### src/rtl/adder_pkg.sv
// -----------------------------------------------------------------------------
// adder_pkg
// Shared definitions for the bit-serial adder controller.
//   state_t        : FSM state encoding (IDLE=0, ADD=1, DONE=2), 2 bits wide.
//                    The top module exports it on its debug port.
//   DEFAULT_WIDTH  : operand width used when the top is not overridden.
// -----------------------------------------------------------------------------
package adder_pkg;

   localparam int DEFAULT_WIDTH = 8;

   typedef enum logic [1:0] {
      IDLE = 2'd0,
      ADD  = 2'd1,
      DONE = 2'd2
   } state_t;

endpackage : adder_pkg

### src/rtl/full_adder.sv
// -----------------------------------------------------------------------------
// full_adder
// Purely combinational 1-bit full adder. It holds no state. It is the only
// arithmetic on operand data in the serial adder.
//   a, b, cin : input bits
//   sum       : a ^ b ^ cin
//   cout      : majority(a, b, cin)
// -----------------------------------------------------------------------------
module full_adder (
   input  logic a,
   input  logic b,
   input  logic cin,
   output logic sum,
   output logic cout
);

   assign sum  = a ^ b ^ cin;
   assign cout = (a & b) | (a & cin) | (b & cin);

endmodule : full_adder

### src/rtl/serial_add_ctrl.sv
// -----------------------------------------------------------------------------
// serial_add_ctrl
// Bit-serial adder. A single full adder is stepped across the operands,
// least significant bit first, at one bit per clock.
//
// Ports
//   clk    : clock, rising edge
//   rst    : synchronous active-high reset, takes priority over start
//   start  : request to add, only looked at in IDLE
//   a, b   : WIDTH-bit operands, captured on the accepting edge
//   cin    : carry-in, captured on the accepting edge
//   busy   : high for the WIDTH cycles of the addition
//   done   : one-cycle pulse, result valid from this cycle onward
//   sum    : WIDTH-bit result, held until the next accepted start
//   cout   : final carry-out, held like sum
//   state  : debug view of the FSM state
//
// Handshake: start is a level request. The edge that samples start=1 while
// the FSM is in IDLE accepts the request and captures a, b and cin. The block
// ignores start while busy or done is high, and it does not queue requests.
// busy and done are decoded from disjoint states, so they are never high
// together. sum and cout carry no meaning while busy is high.
// -----------------------------------------------------------------------------
module serial_add_ctrl
   import adder_pkg::*;
#(
   parameter int WIDTH = DEFAULT_WIDTH
) (
   input  logic             clk,
   input  logic             rst,
   input  logic             start,
   input  logic [WIDTH-1:0] a,
   input  logic [WIDTH-1:0] b,
   input  logic             cin,
   output logic             busy,
   output logic             done,
   output logic [WIDTH-1:0] sum,
   output logic             cout,
   output state_t           state
);

   localparam int CNT_W = $clog2(WIDTH + 1);
   // The counter value in the last ADD cycle. At that point WIDTH bits have
   // been added.
   localparam logic [CNT_W-1:0] LAST_BIT = CNT_W'(WIDTH - 1);

   state_t           state_r;
   state_t           state_nx;
   logic [WIDTH-1:0] a_r;
   logic [WIDTH-1:0] b_r;
   logic [WIDTH-1:0] sum_r;
   logic [WIDTH-1:0] sum_nx;
   logic             carry_r;
   logic [CNT_W-1:0] cnt_r;
   logic             fa_sum;
   logic             fa_cout;

   full_adder u_full_adder (
      .a    (a_r[0]),
      .b    (b_r[0]),
      .cin  (carry_r),
      .sum  (fa_sum),
      .cout (fa_cout)
   );

   // State register
   always_ff @(posedge clk) begin
      if (rst) begin
         state_r <= IDLE;
      end else begin
         state_r <= state_nx;
      end
   end

   // Next-state logic
   always_comb begin
      state_nx = state_r;
      case (state_r)
         IDLE:    if (start) state_nx = ADD;
         ADD:     if (cnt_r == LAST_BIT) state_nx = DONE;
         DONE:    state_nx = IDLE;
         default: state_nx = IDLE;
      endcase
   end

   // The new sum bit enters at the MSB. After WIDTH shifts the LSB of the
   // result sits at bit 0. For WIDTH=1 the shift leaves zero and the bit
   // overwrites it, so no special case is needed.
   always_comb begin
      sum_nx            = sum_r >> 1;
      sum_nx[WIDTH-1]   = fa_sum;
   end

   // Datapath registers
   always_ff @(posedge clk) begin
      if (rst) begin
         a_r     <= '0;
         b_r     <= '0;
         sum_r   <= '0;
         carry_r <= 1'b0;
         cnt_r   <= '0;
      end else begin
         case (state_r)
            IDLE: begin
               if (start) begin
                  a_r     <= a;
                  b_r     <= b;
                  carry_r <= cin;
                  cnt_r   <= '0;
               end
            end
            ADD: begin
               a_r     <= a_r >> 1;
               b_r     <= b_r >> 1;
               sum_r   <= sum_nx;
               carry_r <= fa_cout;
               cnt_r   <= cnt_r + CNT_W'(1);
            end
            default: begin
               // DONE: hold the result
            end
         endcase
      end
   end

   assign busy  = (state_r == ADD);
   assign done  = (state_r == DONE);
   assign sum   = sum_r;
   // After the last ADD cycle, carry_r holds the final carry-out. The next
   // accepted start replaces it.
   assign cout  = carry_r;
   assign state = state_r;

endmodule : serial_add_ctrl

### config.mk
export PLATFORM = sky130hd
export DESIGN_NAME = serial_add_ctrl
export DESIGN_NICKNAME = d
export VERILOG_FILES = /design/src/rtl/adder_pkg.sv /design/src/rtl/full_adder.sv /design/src/rtl/serial_add_ctrl.sv
export SDC_FILE = /design/constraint.sdc
export NUM_CORES = 1
export LEC_CHECK = 0
export BUFFER_PORTS_ARGS = -buffer_cell sky130_fd_sc_hd__buf_2
export CAP_MARGIN = 0
export CORE_AREA = 5 5 62 64
export DETAILED_ROUTE_END_ITERATION = 10
export DIE_AREA = 0 0 67 69
export MAX_ROUTING_LAYER = met4
export PLACE_DENSITY = 0.73
export SLEW_MARGIN = 10
export SYNTH_ARGS = -nofsm -noshare
export SYNTH_HDL_FRONTEND = slang
export SYNTH_HIERARCHICAL = 1
export SYNTH_SLANG_ARGS = --single-unit
export TNS_END_PERCENT = 30
### constraint.sdc
create_clock -name clk -period 2.38 [get_ports clk]
set_clock_uncertainty 0.1 [all_clocks]
set_input_delay 0.357 -clock clk [delete_from_list [all_inputs] [get_ports clk]]
set_output_delay 0.357 -clock clk [all_outputs]
set_load 0.05 [all_outputs]
==> results of run 1 <==
registers in the layout, indices dropped and copies added (netlist names):
| name | cells |
|---|---|
| cout | 1 |
| cnt_r | 4 |
| sum | 8 |
| b_r | 8 |
| state | 2 |
| a_r | 8 |
layer usage:
layer	wire, um	up-vias	track usage (%)
li1	-	610	-
met1	1390	568	17.5
met2	1530	33	23.7
met3	174	5	3.08
met4	68	0	8.11
met5	0	-	-
critical path: stages (launching register included):
cell	delay, ps
dfxtp_1	370
nand2b_1	180
inv_1	60
buf_4	180
buf_2	290
layout make-up:
type | instances | share of cell area (%)
clock buffer | 8 | 4.23
inverter | 3 | 0.693
multi-input combinational | 109 | 41.6
sequential | 31 | 38.2
tap | 46 | 3.54
timing repair buffer | 36 | 11.7
report_power, final:
group          total [mW]  switching [mW]  internal, mW
sequential          0.569          0.0198         0.549
clock               0.347           0.173         0.174
combinational       0.169           0.105        0.0639
logic make-up after synthesis:
logic type,count (synthesis),share of synthesized area [%]
DFF,31,45.3
adders and majority gates,2,2.37
buffers and inverters,15,5.38
AOI/OAI and AO/OA,47,28.6
and+or+nand+nor,60,18.4
placed cells by master, fill, tap and decap left out, drive strengths merged, types with 8 or more instances in the layout:
cell,instances
buf,36
nor2,31
dfxtp,31
nand2,19
a211oi,16
o2bb2ai,11
a21oi,10
clkbuf,8
through the flow:
step,utilization [%],std cells
after global placement,48.2,225
after global routing,50.3,233
final,50.3,233
after detailed placement,48.2,225
after floorplan,-,155
after CTS,50.3,233
worst paths after layout:
| kind | from | to | slack [ps] | depth (start not counted) |
|---|---|---|---|---|
| worst max-delay path | state[1] | busy | 520 | 4 |
| worst min-delay path | b[7] | b_r[7] | 170 | 3 |
| worst max register to register | state[0] | cnt_r[2] | 670 | 4 |
| worst min register to register | sum[0] | sum[0] | 360 | 2 |
cell usage after synthesis (all sizes together):
master,count,area share [%]
dfxtp,31,45
nor2,31,8.5
nand2,19,5.2
a211oi,16,12
o2bb2ai,11,7.0
a21oi,10,3.6
buf,8,3.5
clkbuf,4,1.1
a22oi,3,1.6
inv,3,0.82
o22ai,3,1.4
nand2b,2,0.91
nand3,2,0.73
nor3,2,0.73
a31oi,1,0.46
and4b,1,0.73
fa,1,1.5
ha,1,0.91
nor3b,1,0.55
nor4b,1,0.64
o211a,1,0.73
o21ba,1,0.73
o21bai,1,0.55
or3,1,0.46
==> results by group, run 1 <==
Layout
  • Area delta synth->final: 18.5%
  • Register Area: 621 um^2
  • Share of cells above drive strength 1: 28.3%
  • Multi-input gate area: 677 um^2
  • Layout filler cell count: 308
  • Nets: 208
  • Final Cell Area: 1630 um^2
  • Diode count: 0

Timing
  • Final WS setup: 520 ps
  • Worst slew margin: 56.0%
  • Period Utilization, post-route: 78.2%
  • Slew @ Worst Pin: 660 ps
  • Final setup violation count: 0
  • Min Clock Period, post-route: 1860 ps
  • Final Hold Fails: 0
  • RSZ-0062 raised after global routing: false
  • Final Max Tran Viols: 0
  • Max Freq: 0.538 GHz
  • Hold WS: 169 ps
  • Setup_tns: 0 ps

Worst setup path
  • CP Class: reg2out
  • CP Data Required Time: 1920 ps
  • Critical path data arrival time: 1400 ps
  • Worst Setup Start Kind: flip-flop
  • CP max FO: 14
  • CP Capture Type: output pin

Global route
  • Vias in the first global route: 1221
  • Largest net degree at the start of global routing: 32
  • Gr usage total: 15.0%
  • Initial antenna violation count: 0
  • First-pass GRT wire length: 5300 um
  • Grt ovf: 0

Routing
  • DR WL/cell: 13.5 um
  • Initial DRC Count: 87
  • Pre-antenna DRT Iters: 4
  • Detailed Route WL: 3160 um
  • ANT nets after route: 0
  • DR vias/cell: 5.22
  • Drt drc: 0
  • DR vias: 1216

Clock network
  • H-Tree Depth: 2
  • Post_cts resized: 0
  • Hold buffers post-CTS: 0
  • Root Buffer: clkbuf_4
  • Buffers inserted by post-CTS timing repair: 0
  • CTS clk-pin slew, worst paths: 100 ps
  • Clock Tree Buf Depth: 2
  • Num CTS Buffers: 5
  • CTS sink count: 31
  • Latest clock arrival within the worst-skew pair: 330 ps
  • CTS tree: yes

Placement
  • Final GP Congestion: 0.820
  • Dpl ws: 677 ps
  • Half-perimeter wire length after placement: 2220 um
  • Placed instance area: 1560 um^2
  • Port Buffers: 32

Outcome
  • Status: finished clean

Floorplan
  • Initial Util: 42.4%
  • Core Area: 3230 um^2
  • Horiz. Die Dim: 67 um
  • I/O pin cnt: 33
  • Die ar.: 4620 um^2
  • Cell Rows: 21
  • Die height: 69 um

Synthesis
  • Syn Area/Cell: 8.85 um^2
  • Synth Cell Area: 1370 um^2
  • Synth Register Bits: 31
  • Mapped Cells: 155
  • Yosys warning count: 6
  • Sequential-to-total area share from yosys stat: 45.3%
  • Syn nets: 177
  • Count of cell types in the netlist: 28

Power and ir drop
  • Cell Pwr Density: 668 nW/um^2
  • Total leakage power: 0.678 nW
  • Worst vdd ir: 0.303 mV
  • Power, Total: 1.09 mW

Worst hold path
  • Hold WC Path Type: in2reg

Run
  • Max capacitance violation total: 0
(Power assumes the default switching activity.)
==> run 2, diff against run 1 <==
Settings changed: ABC_AREA set to 1, PLACE_DENSITY 0.73 to 0.74.
Clock period 2.38 ns to 1.8 ns, I/O delays scaled along.
==> results by group, run 2 <==
Outcome
  • Status: finished clean

Floorplan
  • Die height: 69 um (unchanged)
  • Die ar.: 4620 um^2 (unchanged)
  • Horiz. Die Dim: 67 um (unchanged)
  • Cell Rows: 21 (unchanged)
  • I/O pin cnt: 33 (unchanged)
  • Initial Util: 43.4% (+0.97 points)
  • Core Area: 3230 um^2 (unchanged)

Timing
  • Final Max Tran Viols: 0 (unchanged)
  • Worst slew margin: 80.3% (+24 points)
  • Min Clock Period, post-route: 1680 ps
  • Final Hold Fails: 0 (unchanged)
  • Setup_tns: 0 ps (unchanged)
  • Slew @ Worst Pin: 294 ps (-366 ps)
  • Max Freq: 0.594 GHz
  • Final setup violation count: 0 (unchanged)
  • Period Utilization, post-route: 93.5%
  • RSZ-0062 raised after global routing: false

Worst setup path
  • CP Data Required Time: 1430 ps (-490 ps)
  • CP Class: reg2out
  • Critical path data arrival time: 1310 ps (-90 ps)
  • Worst Setup Start Kind: flip-flop
  • CP max FO: 19 (+5)
  • CP Capture Type: output pin

Clock network
  • CTS clk-pin slew, worst paths: 100 ps (about the same)
  • Hold buffers post-CTS: 0 (unchanged)
  • Num CTS Buffers: 5 (unchanged)
  • Latest clock arrival within the worst-skew pair: 330 ps (about the same)
  • H-Tree Depth: 2 (unchanged)
  • Clock Tree Buf Depth: 2 (unchanged)
  • Root Buffer: clkbuf_4
  • CTS tree: yes
  • CTS sink count: 31 (unchanged)

Synthesis
  • Synth Register Bits: 31 (unchanged)
  • Synth Cell Area: 1400 um^2 (+2.3%)
  • Post-Synth Adder-Cell Area: 2.32% (-0.053 points)
  • Post-synthesis xor/xnor area fraction: 0% (unchanged)
  • Yosys warning count: 6 (unchanged)
  • Area contributors post-synth: dfxtp_1 (44%), nor2_1 (14%), nand2_1 (13%), nand3_1 (9.3%), inv_1 (4.8%)
  • Post-synthesis compound-gate area fraction: 5.89% (-23 points)
  • Area leader, netlist: dfxtp_1
  • Mapped Cells: 208 (+34%)
  • EDFF count, synth: 0 (unchanged)
  • Sequential-to-total area share from yosys stat: 44.2% (-1.0 points)
  • Synth top area share: 44.2% (-1.0 points)
  • Dominant synthesized flop cell: dfxtp_1
  • Syn Area/Cell: 6.74 um^2 (-24%)
  • Mux cell area share after synthesis: 0% (unchanged)
  • Syn nets: 230 (+30%)
  • Largest family of logic cells by synthesized area: simple AND/OR/NAND/NOR gates
  • Simple-Gate Fraction of Synth Area: 38.0% (+20 points)
  • Count of cell types in the netlist: 20 (-29%)
  • Post-synth ARST share: 0% (unchanged)
  • Cell with the most instances after synthesis: nor2_1
  • Top cells by count, synth: nor2_1 (51), nand2_1 (47), dfxtp_1 (31)

Routing
  • Pre-antenna DRT Iters: 4 (unchanged)
  • DR vias/cell: 4.60 (-12%)
  • Drt drc: 0 (unchanged)
  • DR vias: 1335 (+9.8%)
  • ANT nets after route: 0 (unchanged)
  • Initial DRC Count: 78 (-10%)
  • DR WL/cell: 10.5 um (-23%)
  • Detailed Route WL: 3040 um (-3.8%)

Power and ir drop
  • Power, Total: 1.59 mW (+46%)
  • Worst vdd ir: 0.468 mV (+55%)
  • Cell Pwr Density: 946 nW/um^2 (+42%)
  • Total leakage power: 0.820 nW (+21%)

Layout
  • Final Cell Area: 1680 um^2 (+3.1%)
  • Commonest non-fill, non-tap cell in the layout: nor2_1
  • Nets: 265 (+27%)
  • Most frequent cells in the layout: nor2_1 (50), nand2_1 (47), buf_2 (32)
  • Diode count: 0 (unchanged)
  • Final core area utilization: 51.8% (+1.5 points)
  • Share of cells above drive strength 1: 21.3% (-7.0 points)
  • Layout filler cell count: 346 (+12%)
  • Area delta synth->final: 19.4%

Run
  • Max capacitance violation total: 0 (unchanged)

Worst hold path
  • Hold WC Path Type: in2reg

Global route
  • Grt ovf: 0 (unchanged)
  • Vias in the first global route: 1187 (-2.8%)
  • Gr usage total: 14.9% (-0.13 points)
  • First-pass GRT wire length: 5180 um (-2.3%)
  • Largest net degree at the start of global routing: 21 (-34%)
  • Initial antenna violation count: 0 (unchanged)

Placement
  • Port Buffers: 32 (unchanged)
  • Half-perimeter wire length after placement: 2190 um (-1.5%)
  • Final GP Congestion: 0.784 (-4.4%)
  • Placed instance area: 1610 um^2 (+3.1%)
==> run 2: cell count changes after synthesis, sizes merged, moves of 7 or more <==
| cell | previous run | this run |
|---|---|---|
| a211oi | 16 | 0 |
| a21oi | 10 | 3 |
| inv | 3 | 20 |
| nand2 | 19 | 50 |
| nand3 | 2 | 26 |
| nor2 | 31 | 52 |
| o21ai | 0 | 11 |
| o2bb2ai | 11 | 0 |
==> run 2: worst paths after layout <==
| kind | start | endpoint | slack [ps] | cells past startpoint |
|---|---|---|---|---|
| worst min-delay path | b[7] | b_r[7] | 80 | 3 |
| worst max-delay path | state[1] | busy | 120 | 4 |
| worst max register to register | state[1] | a_r[3] | 400 | 8 |
| worst min register to register | b_r[5] | b_r[4] | 360 | 2 |
==> run 2: cells by family after synthesis <==
| kind of cell | Yosys count |
|---|---|
| simple gates | 129 |
| flops | 31 |
| buf+inv | 30 |
| compound gates | 16 |
| fa+ha+maj | 2 |
==> run 2: what timing repair did <==
action	4_1_cts	5_1_grt
buffers inserted	0	0
resized for setup	0	1
setup endpoints to repair	0	1
==> run 2: layer usage <==
metal / GRT usage (%) / share of wire [%] / vias to the layer above
met2: 21.4 / 43 / 41
met3: 4.06 / 6.9 / 7
met5: - / 0 / -
met4: 8.11 / 2.1 / 0
li1: - / - / 718
met1: 18.6 / 48 / 569
==> run 2: area by class of cell <==
cell class / instances / area (um^2) / share of cell area, %
Multi-Input combinational cell: 147 / 651 / 38.8
Sequential cell: 31 / 622 / 37.1
Timing Repair Buffer: 37 / 198 / 11.8
Inverter: 21 / 78.8 / 4.70
Clock buffer: 8 / 68.8 / 4.11
Tap cell: 46 / 57.6 / 3.44
==> run 2: critical path, stage by stage, from the launching register on <==
cell     delay (ps)
dfxtp_1         350
inv_2           110
nand2_4         140
inv_2           110
buf_2           270
==> run 2: stage by stage <==
step           hold WS, ps  setup WS [ps]  cells
4_1_cts               69.9           36.7    290
3_5_place_dp           340            360    282
6_report              84.1            118    290
5_1_grt               98.0           21.3    290
2_1_floorplan          239            185    208
3_3_place_gp           336            414    282
==> run 2: power by group <==
| group | internal, mW | switching [mW] | total, mW |
|---|---|---|---|
| combinational | 0.103 | 0.240 | 0.343 |
| sequential | 0.740 | 0.0358 | 0.776 |
| clock | 0.230 | 0.237 | 0.466 |
| total | 1.07 | 0.512 | 1.59 |
==> run 3, diff against run 2 <==
Settings changed: CORE_AREA 5 5 62 64 to 2 2 59 61, DIE_AREA 0 0 67 69 to 0 0 61 63, SETUP_SLACK_MARGIN set to 0.3.
==> results by group, run 3 (synthesis gave the netlist of run 2 again) <==
Outcome
  • Status: finished clean

Routing
  • Pre-antenna DRT Iters: 4 (unchanged)
  • Detailed Route WL: 3000 um (-1.2%)
  • Initial DRC Count: 72 (-7.7%)
  • DR vias/cell: 4.54 (-1.3%)
  • DR WL/cell: 10.0 um (-4.4%)
  • DR vias: 1363 (+2.1%)
  • Drt drc: 0 (unchanged)
  • ANT nets after route: 0 (unchanged)

Global route
  • Gr usage total: 18.7% (+3.8 points)
  • Grt ovf: 0 (unchanged)
  • Initial antenna violation count: 0 (unchanged)
  • Largest net degree at the start of global routing: 20 (-4.8%)
  • First-pass GRT wire length: 5270 um (+1.9%)
  • Vias in the first global route: 1233 (+3.9%)

Timing
  • Final Max Tran Viols: 0 (unchanged)
  • Final setup violation count: 0 (unchanged)
  • Final WS setup: 322 ps (+205 ps)
  • Worst slew margin: 79.9% (-0.38 points)
  • Hold WS: 88.6 ps (+4.47 ps)
  • RSZ-0062 raised after global routing: true
  • Slew @ Worst Pin: 300 ps (+5.74 ps)
  • Setup_tns: 0 ps (unchanged)
  • Final Hold Fails: 0 (unchanged)
  • Max Freq: 0.677 GHz (+14%)
  • Period Utilization, post-route: 82.1% (-11 points)
  • Min Clock Period, post-route: 1480 ps (-205 ps)

Clock network
  • Latest clock arrival within the worst-skew pair: 320 ps (about the same)
  • Root Buffer: clkbuf_4
  • Clock Tree Buf Depth: 2 (unchanged)
  • Hold buffers post-CTS: 0 (unchanged)
  • CTS clk-pin slew, worst paths: 90 ps (about the same)
  • CTS sink count: 31 (unchanged)
  • Num CTS Buffers: 5 (unchanged)
  • H-Tree Depth: 2 (unchanged)
  • CTS tree: yes

Floorplan
  • Die height: 63 um (-8.7%)
  • I/O pin cnt: 33 (unchanged)
  • Die ar.: 3840 um^2 (-17%)
  • Core Area: 3230 um^2 (unchanged)
  • Initial Util: 43.4% (unchanged)
  • Horiz. Die Dim: 61 um (-9.0%)
  • Cell Rows: 21 (unchanged)

Layout
  • Final Cell Area: 1780 um^2 (+6.4%)
  • Commonest non-fill, non-tap cell in the layout: nor2_1
  • Area delta synth->final: 27.1%
  • Share of cells above drive strength 1: 24.8% (+3.5 points)
  • Cell Count, Final, Fillers Out: 300 (+3.4%)
  • Diode count: 0 (unchanged)
  • Most frequent cells in the layout: nor2_1 (50), nand2_1 (47), buf_2 (31)
  • Final core area utilization: 55.2% (+3.3 points)
  • Nets: 275 (+3.8%)

Power and ir drop
  • Cell Pwr Density: 911 nW/um^2 (-3.7%)
  • Power, Total: 1.62 mW (+2.5%)
  • Worst vdd ir: 0.448 mV (-4.4%)
  • Total leakage power: 0.876 nW (+6.7%)

Worst setup path
  • Critical path data arrival time: 1110 ps (-200 ps)
  • Crit path max-delay family: flip-flops
  • CP Capture Type: output pin
  • Slowest cell on crit path: dfxtp_2
  • Worst Setup Start Kind: flip-flop
  • CP Data Required Time: 1430 ps (about the same)
  • CP Class: reg2out
  • Crit path cell chain: inv_4 -> nor2_2 -> buf_2
  • CP max stage delay: 380 ps (+30 ps)
  • CP max FO: 4 (-15)
  • CP Buf/Inv Count: 2 (-1)

Run
  • Max capacitance violation total: 0 (unchanged)

Placement
  • Dpl ws: 358 ps (-1.97 ps)
  • Final GP Congestion: 0.786 (+0.22%)
  • Placed instance area: 1610 um^2 (+0.16%)
  • Placed cells: 282 (unchanged)
  • Port Buffers: 32 (unchanged)
  • Half-perimeter wire length after placement: 2040 um (-6.6%)

Worst hold path
  • Hold WC Path Type: in2reg
[run 3: cell count changes in the layout (fill, tap and decap cells not counted), sizes merged]
cell,previous run,this run
buf,37,47
[run 3: timing repair]
item | in CTS | in global routing
resized for setup | 9 | 0
pin swaps | 0 | 1
endpoints found under the setup margin | 1 | 2
gates cloned | 0 | 0
buffers inserted | 3 | 7
[run 3: per-layer routing]
layer  track usage, %  part of all wire [%]  wire length, um  up-vias
met5                -                     0                0        -
met4             5.43                  0.57               17        0
met3             6.83                   6.0              180        2
met2             27.4                    47             1420       31
met1             24.1                    46             1390      591
li1                 -                     -                -      739
[run 3: path summary, 6_finish.rpt]
path | startpoint | depth (start not counted) | slack [ps] | to
setup / recovery | state[1] | 3 | 320 | done
hold / removal | b[7] | 3 | 90 | b_r[7]
setup reg to reg | state[1] | 9 | 450 | b_r[3]
hold reg to reg | b_r[5] | 2 | 350 | b_r[4]
[run 3: tightest hold or removal path, delay by kind of cell]
kind / cells / cell delay (ps)
AOI/OAI and AO/OA: 1 / 60
buffers and inverters: 2 / 130
[run 3: area by class of cell]
| type | count | area (um^2) |
|---|---|---|
| clock buffers | 8 | 68.8 |
| repair buffers | 47 | 283 |
| fillers | 347 | 1450 |
| well taps | 46 | 57.6 |
| inverters | 21 | 88.8 |
| multi-input cells | 147 | 659 |
| flip-flops and latches | 31 | 626 |
[run 3: power breakdown]
part | leakage, nW | internal (mW) | switching (mW)
Clock | 0.0386 | 0.230 | 0.227
Sequential | 0.255 | 0.740 | 0.0380
Combinational | 0.581 | 0.140 | 0.250
Total | 0.876 | 1.11 | 0.515
